**src/rtl/key_scan.sv**
```systemverilog
// key_scan: synchronised, debounced user keys with level plus
// press / release / long-press / auto-repeat event pulses.
module key_scan #(
  parameter int CLK_FREQ_HZ = 24_000_000,
  parameter int NUM_KEYS    = 2,
  parameter bit ACTIVE_LOW  = 1'b1,
  parameter int DEBOUNCE_MS = 20,
  parameter int LONG_MS     = 1000,
  parameter int REPEAT_MS   = 200
) (
  input  logic                sys_clk,
  input  logic                sys_rst_n,
  input  logic [NUM_KEYS-1:0] key_in,
  output logic [NUM_KEYS-1:0] key_level,
  output logic [NUM_KEYS-1:0] key_press,
  output logic [NUM_KEYS-1:0] key_release,
  output logic [NUM_KEYS-1:0] key_long,
  output logic [NUM_KEYS-1:0] key_repeat,
  output logic                tick_1ms
);

  localparam int PRE_TC = CLK_FREQ_HZ / 1000 - 1;
  localparam int PW = (PRE_TC > 0) ? $clog2(PRE_TC + 1) : 1;
  localparam int DW = (DEBOUNCE_MS > 1) ? $clog2(DEBOUNCE_MS) : 1;
  localparam int HW = (LONG_MS > 1) ? $clog2(LONG_MS) : 1;
  localparam int RW = (REPEAT_MS > 1) ? $clog2(REPEAT_MS) : 1;
  localparam int RP_TC = (REPEAT_MS > 0) ? REPEAT_MS - 1 : 0;
  localparam bit REP_EN = (REPEAT_MS > 0);

  localparam logic [PW-1:0] PRE_MAX  = PW'(PRE_TC);
  localparam logic [DW-1:0] DB_MAX   = DW'(DEBOUNCE_MS - 1);
  localparam logic [HW-1:0] HOLD_MAX = HW'(LONG_MS - 1);
  localparam logic [RW-1:0] REP_MAX  = RW'(RP_TC);

  localparam logic [NUM_KEYS-1:0] IDLE_PIN =
    {NUM_KEYS{ACTIVE_LOW}};

  typedef enum logic [2:0] {
    S_IDLE,
    S_PRESS_DB,
    S_HELD,
    S_LONG,
    S_REL_DB
  } state_t;

  logic [PW-1:0] r_pre;
  logic [PW-1:0] w_pre_nxt;
  logic          r_tick;

  assign w_pre_nxt = (r_pre == PRE_MAX) ? '0 : r_pre + 1'b1;

  // tick is registered so it lines up with the terminal count
  always_ff @(posedge sys_clk or negedge sys_rst_n) begin
    if (!sys_rst_n) begin
      r_pre  <= '0;
      r_tick <= 1'b0;
    end else begin
      r_pre  <= w_pre_nxt;
      r_tick <= (w_pre_nxt == PRE_MAX);
    end
  end

  assign tick_1ms = r_tick;

  logic [NUM_KEYS-1:0] r_sync1;
  logic [NUM_KEYS-1:0] r_sync2;
  logic [NUM_KEYS-1:0] w_act;

  always_ff @(posedge sys_clk or negedge sys_rst_n) begin
    if (!sys_rst_n) begin
      r_sync1 <= IDLE_PIN;
      r_sync2 <= IDLE_PIN;
    end else begin
      r_sync1 <= key_in;
      r_sync2 <= r_sync1;
    end
  end

  assign w_act = r_sync2 ^ IDLE_PIN;

  for (genvar g = 0; g < NUM_KEYS; g++) begin : g_key
    state_t        r_state;
    logic [DW-1:0] r_db;
    logic [HW-1:0] r_hold;
    logic [RW-1:0] r_rep;
    logic          r_from_long;
    logic          r_level;
    logic          r_press;
    logic          r_release;
    logic          r_long;
    logic          r_repeat;

    // an act change on a tick edge wins: no count, no pulse
    always_ff @(posedge sys_clk or negedge sys_rst_n) begin
      if (!sys_rst_n) begin
        r_state     <= S_IDLE;
        r_db        <= '0;
        r_hold      <= '0;
        r_rep       <= '0;
        r_from_long <= 1'b0;
        r_level     <= 1'b0;
        r_press     <= 1'b0;
        r_release   <= 1'b0;
        r_long      <= 1'b0;
        r_repeat    <= 1'b0;
      end else begin
        r_press   <= 1'b0;
        r_release <= 1'b0;
        r_long    <= 1'b0;
        r_repeat  <= 1'b0;
        unique case (r_state)
          S_IDLE: begin
            if (w_act[g]) begin
              r_state <= S_PRESS_DB;
              r_db    <= '0;
            end
          end
          S_PRESS_DB: begin
            if (!w_act[g]) begin
              r_state <= S_IDLE;
            end else if (r_tick) begin
              if (r_db == DB_MAX) begin
                r_state <= S_HELD;
                r_press <= 1'b1;
                r_level <= 1'b1;
                r_hold  <= '0;
              end else begin
                r_db <= r_db + 1'b1;
              end
            end
          end
          S_HELD: begin
            if (!w_act[g]) begin
              r_state     <= S_REL_DB;
              r_db        <= '0;
              r_from_long <= 1'b0;
            end else if (r_tick) begin
              if (r_hold == HOLD_MAX) begin
                r_state <= S_LONG;
                r_long  <= 1'b1;
                r_rep   <= '0;
              end else begin
                r_hold <= r_hold + 1'b1;
              end
            end
          end
          S_LONG: begin
            if (!w_act[g]) begin
              r_state     <= S_REL_DB;
              r_db        <= '0;
              r_from_long <= 1'b1;
            end else if (r_tick && REP_EN) begin
              if (r_rep == REP_MAX) begin
                r_repeat <= 1'b1;
                r_rep    <= '0;
              end else begin
                r_rep <= r_rep + 1'b1;
              end
            end
          end
          S_REL_DB: begin
            if (w_act[g]) begin
              r_state <= r_from_long ? S_LONG : S_HELD;
            end else if (r_tick) begin
              if (r_db == DB_MAX) begin
                r_state   <= S_IDLE;
                r_release <= 1'b1;
                r_level   <= 1'b0;
              end else begin
                r_db <= r_db + 1'b1;
              end
            end
          end
          default: r_state <= S_IDLE;
        endcase
      end
    end

    assign key_level[g]   = r_level;
    assign key_press[g]   = r_press;
    assign key_release[g] = r_release;
    assign key_long[g]    = r_long;
    assign key_repeat[g]  = r_repeat;
  end

endmodule

```
**config.mk**
```make
export PLATFORM = sky130hd
export DESIGN_NAME = key_scan
export DESIGN_NICKNAME = d
export VERILOG_FILES = /design/src/rtl/key_scan.sv
export SDC_FILE = /design/constraint.sdc
export NUM_CORES = 1
export LEC_CHECK = 0
export CORE_ASPECT_RATIO = 2
export CORE_UTILIZATION = 62
export CTS_BUF_LIST = sky130_fd_sc_hd__clkbuf_16
export CTS_CLUSTER_SIZE = 25
export DETAILED_ROUTE_END_ITERATION = 7
export PLACE_DENSITY = 0.93
export SKIP_CTS_REPAIR_TIMING = 1
export SLEW_MARGIN = 10
export SYNTH_ARGS = -nofsm -noshare
export SYNTH_HDL_FRONTEND = slang
export SYNTH_SLANG_ARGS = --single-unit
```
**constraint.sdc**
```tcl
create_clock -name sys_clk -period 3.1 [get_ports sys_clk]
set_input_delay 0.465 -clock sys_clk [delete_from_list [all_inputs] [get_ports sys_clk]]
set_output_delay 0.465 -clock sys_clk [all_outputs]
set_load 0.05 [all_outputs]
```
# == Word level (Yosys, flattened, before mapping) ==
# Index checks and enable logic that the tools add are counted.
# classes
n_addsub,7
eq_ne,60
n_mux,117
n_bitwise,1
reduce_logical,24
# op_table
cell,count
10-bit 2-to-1 mux,12
8-bit 2-to-1 mux,12
3-bit 2-to-1 mux,22
"2-bit inequality test, second input constant",32
5-bit 2-to-1 mux,12
1-bit 2-to-1 mux,46
10-bit case mux with 2 select lines,2
5-bit case mux with 4 select lines,2
"3-bit inequality test, second input constant",12
8-bit case mux with 2 select lines,2
"15-bit == test, second input constant",2
3-bit case mux with 5 select lines,2
7-bit AND reduction,4
"10-bit by 1-bit adder with 10-bit output, second input constant",2
"10-bit == test, second input constant",2
"8-bit by 1-bit adder with 8-bit output, second input constant",2
"8-bit == test, second input constant",2
8-bit AND reduction,2
"15-bit by 1-bit adder with 15-bit output, second input constant",1
15-bit 2-to-1 mux,1
"3-bit by 2-bit == test with 1-bit output, second input constant",4
6-bit AND reduction,2
2-bit nonzero test,6
"5-bit by 1-bit adder with 5-bit output, second input constant",2
other kinds (10),21
# totals
ff_bits,84
in_bits,4
out_inout_bits,11
elab_cells,233

# == Logic depth before layout (Yosys ltp) ==
# logic_depth
depth_word,5
depth_mapped,9

# == Worst setup path before layout ==
# OpenSTA, ideal clock, no wires.
# synth_timing
path_type,flip-flop to flip-flop
from,"reg r_tick, in the netlist tick_1ms"
to,reg g_key[0].r_db[2]
setup_ns,0.067
t_arrival_ns,2.029
setup_slack_ns,1.004
path_stages_with_launch,7
cell_sequence,dfrtp_1 -> buf_2 -> inv_1 -> o21ai_0 -> a22oi_2 -> or4b_2 -> nand2_1
# synth_between
elab_chain_len,3
elab_cells_between_ends,4
# synth_rtl
element,line,rtl
start: declaration,48,logic r_tick;
start signal: assignment,59,r_tick <= (w_pre_nxt == PRE_MAX);
5-bit 2-to-1 mux *,n/a,
5-bit 2-to-1 mux (on tied branches),n/a,
5-bit case mux with 4 select lines *,n/a,
end signal: assignment,128,r_db <= r_db + 1'b1;
end signal: assignment,170,r_db <= r_db + 1'b1;
end: declaration,83,logic [DW-1:0] r_db;
# Every way passes the cells marked *; elsewhere a longest branch is shown, timed or not. The select of a mux whose other input is x is not followed.
# A chain may end at the register's enable or synchronous reset.

# == Final worst setup path ==
# layout_timing
from,reg g_key[0].r_state[2]
to,reg g_key[0].r_hold[9]
# layout_between
elab_chain_len,3
elab_cells_between_ends,11
# layout_rtl
element,line,rtl
start: declaration,82,state_t r_state;
start signal: assignment,163,r_state <= r_from_long ? S_LONG : S_HELD;
3-bit by 2-bit == test with 1-bit output / 3-bit by 1-bit == test with 1-bit output (equally long branches),111,unique case (r_state)
2-bit inequality test (no line) / 2-bit nonzero test (equally long branches),n/a,
7-bit AND reduction (no line),n/a,
end signal: assignment,143,r_hold <= r_hold + 1'b1;
end: declaration,84,logic [HW-1:0] r_hold;
# Parallel ways exist; a longest one is shown, timed or not.

==> run summary <==
The worst setup path is captured at a flip-flop. The run gives 15030 µm as the wire length of the first global-routing pass. The clock tree synthesis step divided the H-tree into 3 levels.

The commonest cells after synthesis are dfrtp_1, nor2_1, o21ai_0. Routability-driven placement finished with a final weighted congestion of 0.8999. In this run the worst hold path is classified as in -> async. The number of iterations in the first detailed-routing pass came out at 5.

The via count of the first global-routing pass was 3559. The worst path required time is 3.34 ns, and the number of enable flip-flop cells after synthesis is 0. The clock network burns 38.9% of the power.

In this run, distinct cell masters in the synthesized netlist total 58. The fraction of final layout cells with drive strength greater than 1 was 7.039%; the share of flip-flops with an asynchronous set or reset after synthesis was 100.0%. In the routed design, unresolved DRC markers number 0.

The run finished with clean final reports. In this run, CTS created clock tree buffers numbering 9. The cell count after synthesis was 484; the switching power was 0.5945 mW. The area growth from synthesis to layout is 7.404%. The power per cell area came out at 490.7 nW/µm². The number of antenna violations at the first check in global routing was 0. For the pin with the worst max-slew slack, the measured transition is 1.014 ns.

In this run the vertical extent of the chip is 122.2 µm. The largest fanout of any net on the critical path was 12; the total number of vias was 3644. In this run the static leakage power is 2.122 nW.

The largest buffer count on any clock path was 2. The max-cap check violation count was 0. The total congestion overflow after global routing is 0, and the total power consumption of the routed design is 2.360 mW. The tools report the half-perimeter wire length after detailed placement as 6208 µm. For the final database, setup skew stands at 0.005133 ns. The number of buffers added on ports was 14; the area of the die was 7587 µm². For this block, the initial DRC count from the detailed router was 369.

The worst path uses 87.16% of the clock period. The count of nets left with antenna violations once routing finished came out at 0. The logs give 6940 µm² for the area of the core and 9001 µm for the final routed wirelength across all metal layers. The endpoint of the worst register-to-register path was g_key[0].r_hold[9]. The pin count of the biggest net entering global routing was 85. Of the total power, registers draw 51.8%. Counting every sink on the clock net gives 84. The length in cells of the worst reg-to-reg path was 6; the horizontal die dimension was 62.10 µm. The number of nets in the synthesized netlist is 495. The slack of the worst reg-to-reg path came out at 0.40 ns. The run gives 0 ns as the sum of negative setup slack.

The routed design could run at a clock period as short as 2.702 ns. The reg-to-reg critical path startpoint is g_key[0].r_state[2]. TritonCTS built the clock tree. Using the TritonRoute via totals, the vias-per-cell ratio works out to 6.360.

The number of failing setup endpoints in the final timing report is 0. Setup repair after global routing left no endpoint under its margin. After synthesis, the mean cell area works out to 9.252 µm². In the post-synthesis netlist, the cell with the most instances is dfrtp_1. The run gives 0 as the synthesis warning total. Filler cell count: 481.

The fraction of post-synthesis cell area in the top cell type by area is 44.71%, and the count of final max-slew check failures is 0. For this run, the register share of the synthesized area comes to 47.05%. Clock root buffer: clkbuf_16. The most used flip-flop cell after synthesis is dfrtp_1. During I/O placement, the number of pins put on the boundary was 15.

The clock latency on the worst-skew pair is 0.34 ns. The internal portion of total power came out at 1.766 mW. The share of total power consumed by net switching was 25.19%.

In the final routed layout, each cell accounts on average for 15.71 µm. The post-synthesis instance area is 4478 µm², and the number of endpoints with negative hold slack in the final report is 0. Across all hold checks on the routed design, the worst slack comes to 0.2982 ns. Ranked by total cell area, the synthesized netlist is headed by dfrtp_1, o21ai_0, nor2_1, nand2_1, nand3_1. The arrival time of data at the critical path endpoint is 2.94 ns, and the global-route total usage across every layer is 26.89%. VDD sags by at most 0.4210 mV. For this run, the top clock speed supported by timing is 370.1 MHz. The total number of nets in the final design is 489.

The path type of the worst setup path is reg -> reg. The initial utilization of the core area, before any placement, comes to 64.52%. After clock tree synthesis, the clock-pin slew on the worst setup and hold paths is 0.06 ns. The tools report the floorplan row count as 43.

The worst setup path is launched from a flip-flop. Of all cell types, the one taking the most synthesized area is dfrtp_1. In this run, the combinational gates consume 9.3% of the power. The number of flip-flops and latches in the synthesized netlist was 84. The max-slew headroom at the worst pin is 32.39%. 0 antenna diodes ended up in the layout.
## power groups by stage
stage / sequential [mW] / combinational (mW) / clock [mW]
after floorplan: 1.19 / 0.213 / 0
after global placement: 1.23 / 0.213 / 0
after detailed placement: 1.24 / 0.221 / 0
after CTS: 1.22 / 0.222 / 0.937
after global routing: 1.23 / 0.248 / 0.981
final: 1.22 / 0.220 / 0.918
## worst max-delay path by stage
stage / from / to / slack, ns
after floorplan: tick_1ms / g_key[0].r_db[2] / 1.00
after global placement: g_key[0].r_state[2] / g_key[0].r_hold[9] / 0.62
after detailed placement: g_key[0].r_state[2] / g_key[0].r_hold[9] / 0.45
after CTS: g_key[0].r_state[2] / g_key[0].r_hold[9] / 0.41
after global routing: g_key[0].r_state[2] / g_key[0].r_hold[9] / 0.20
final: g_key[0].r_state[2] / g_key[0].r_hold[9] / 0.40
## sequential cells by signal, summed over array words and instances, names as in the netlist, 6 cells and up
name           flops
g_key.r_rep       16
r_pre             15
g_key.r_hold      20
g_key.r_db        10
g_key.r_state      6
## critical path, stage by stage, from the launching register on
cell	delay (ns)
dfrtp_1	0.50
and2b_1	0.46
nand2b_1	0.28
o32ai_1	0.30
nand2b_1	0.27
or2_0	0.45
o41ai_2	0.34
## layer usage
| layer | global-route usage [%] | wire, µm | share of wire, % | up-vias |
|---|---|---|---|---|
| met5 | 0 | 0 | 0 | - |
| li1 | - | - | - | 1710 |
| met4 | 13.89 | 261 | 2.9 | 0 |
| met3 | 6.688 | 308 | 3.4 | 26 |
| met2 | 47.74 | 5072 | 56 | 114 |
| met1 | 27.18 | 3359 | 37 | 1794 |
## stage by stage
stage	utilization [%]	std cells	area, µm²	setup slack [ns]
after floorplan	-	484	4478	1.004
after global routing	69.30	573	4810	0.2037
after CTS	69.30	573	4810	0.4086
after detailed placement	65.64	557	4556	0.4456
final	69.30	573	4810	0.3979
after global placement	65.64	557	4556	0.6161
## final cells by class
cell class / count / area, µm² / share of cell area (%)
Multi-Input combinational cell: 358 / 2150 / 44.69
Sequential cell: 84 / 2107 / 43.81
Clock buffer: 9 / 225.2 / 4.683
Timing Repair Buffer: 16 / 152.6 / 3.174
Tap cell: 90 / 112.6 / 2.341
Inverter: 9 / 33.78 / 0.7024
Clock inverter: 7 / 28.78 / 0.5983
## logic make-up after synthesis
| logic type | Yosys count | share of synthesized area, % |
|---|---|---|
| simple gates | 224 | 26.66 |
| flops | 84 | 47.05 |
| buf+inv | 42 | 4.945 |
| compound gates | 102 | 14.25 |
| mux | 5 | 1.229 |
| fa+ha+maj | 7 | 1.956 |
| xor+xnor | 20 | 3.912 |
## cells in the final DEF (no fill, tap or decap), drive strengths merged, types with 9 or more instances in the layout
cell type and instances:
inv 13, a21oi 14, nand2 40, nand4 16, nor2b 14, o21ai 49
clkdlybuf4s50 13, o31ai 13, nor3 14, clkbuf 9, nand2b 12, dfrtp 80
nor2 52, and3 15, nand3 27, xor2 13
Note: power is estimated with default switching activity, not from simulation.
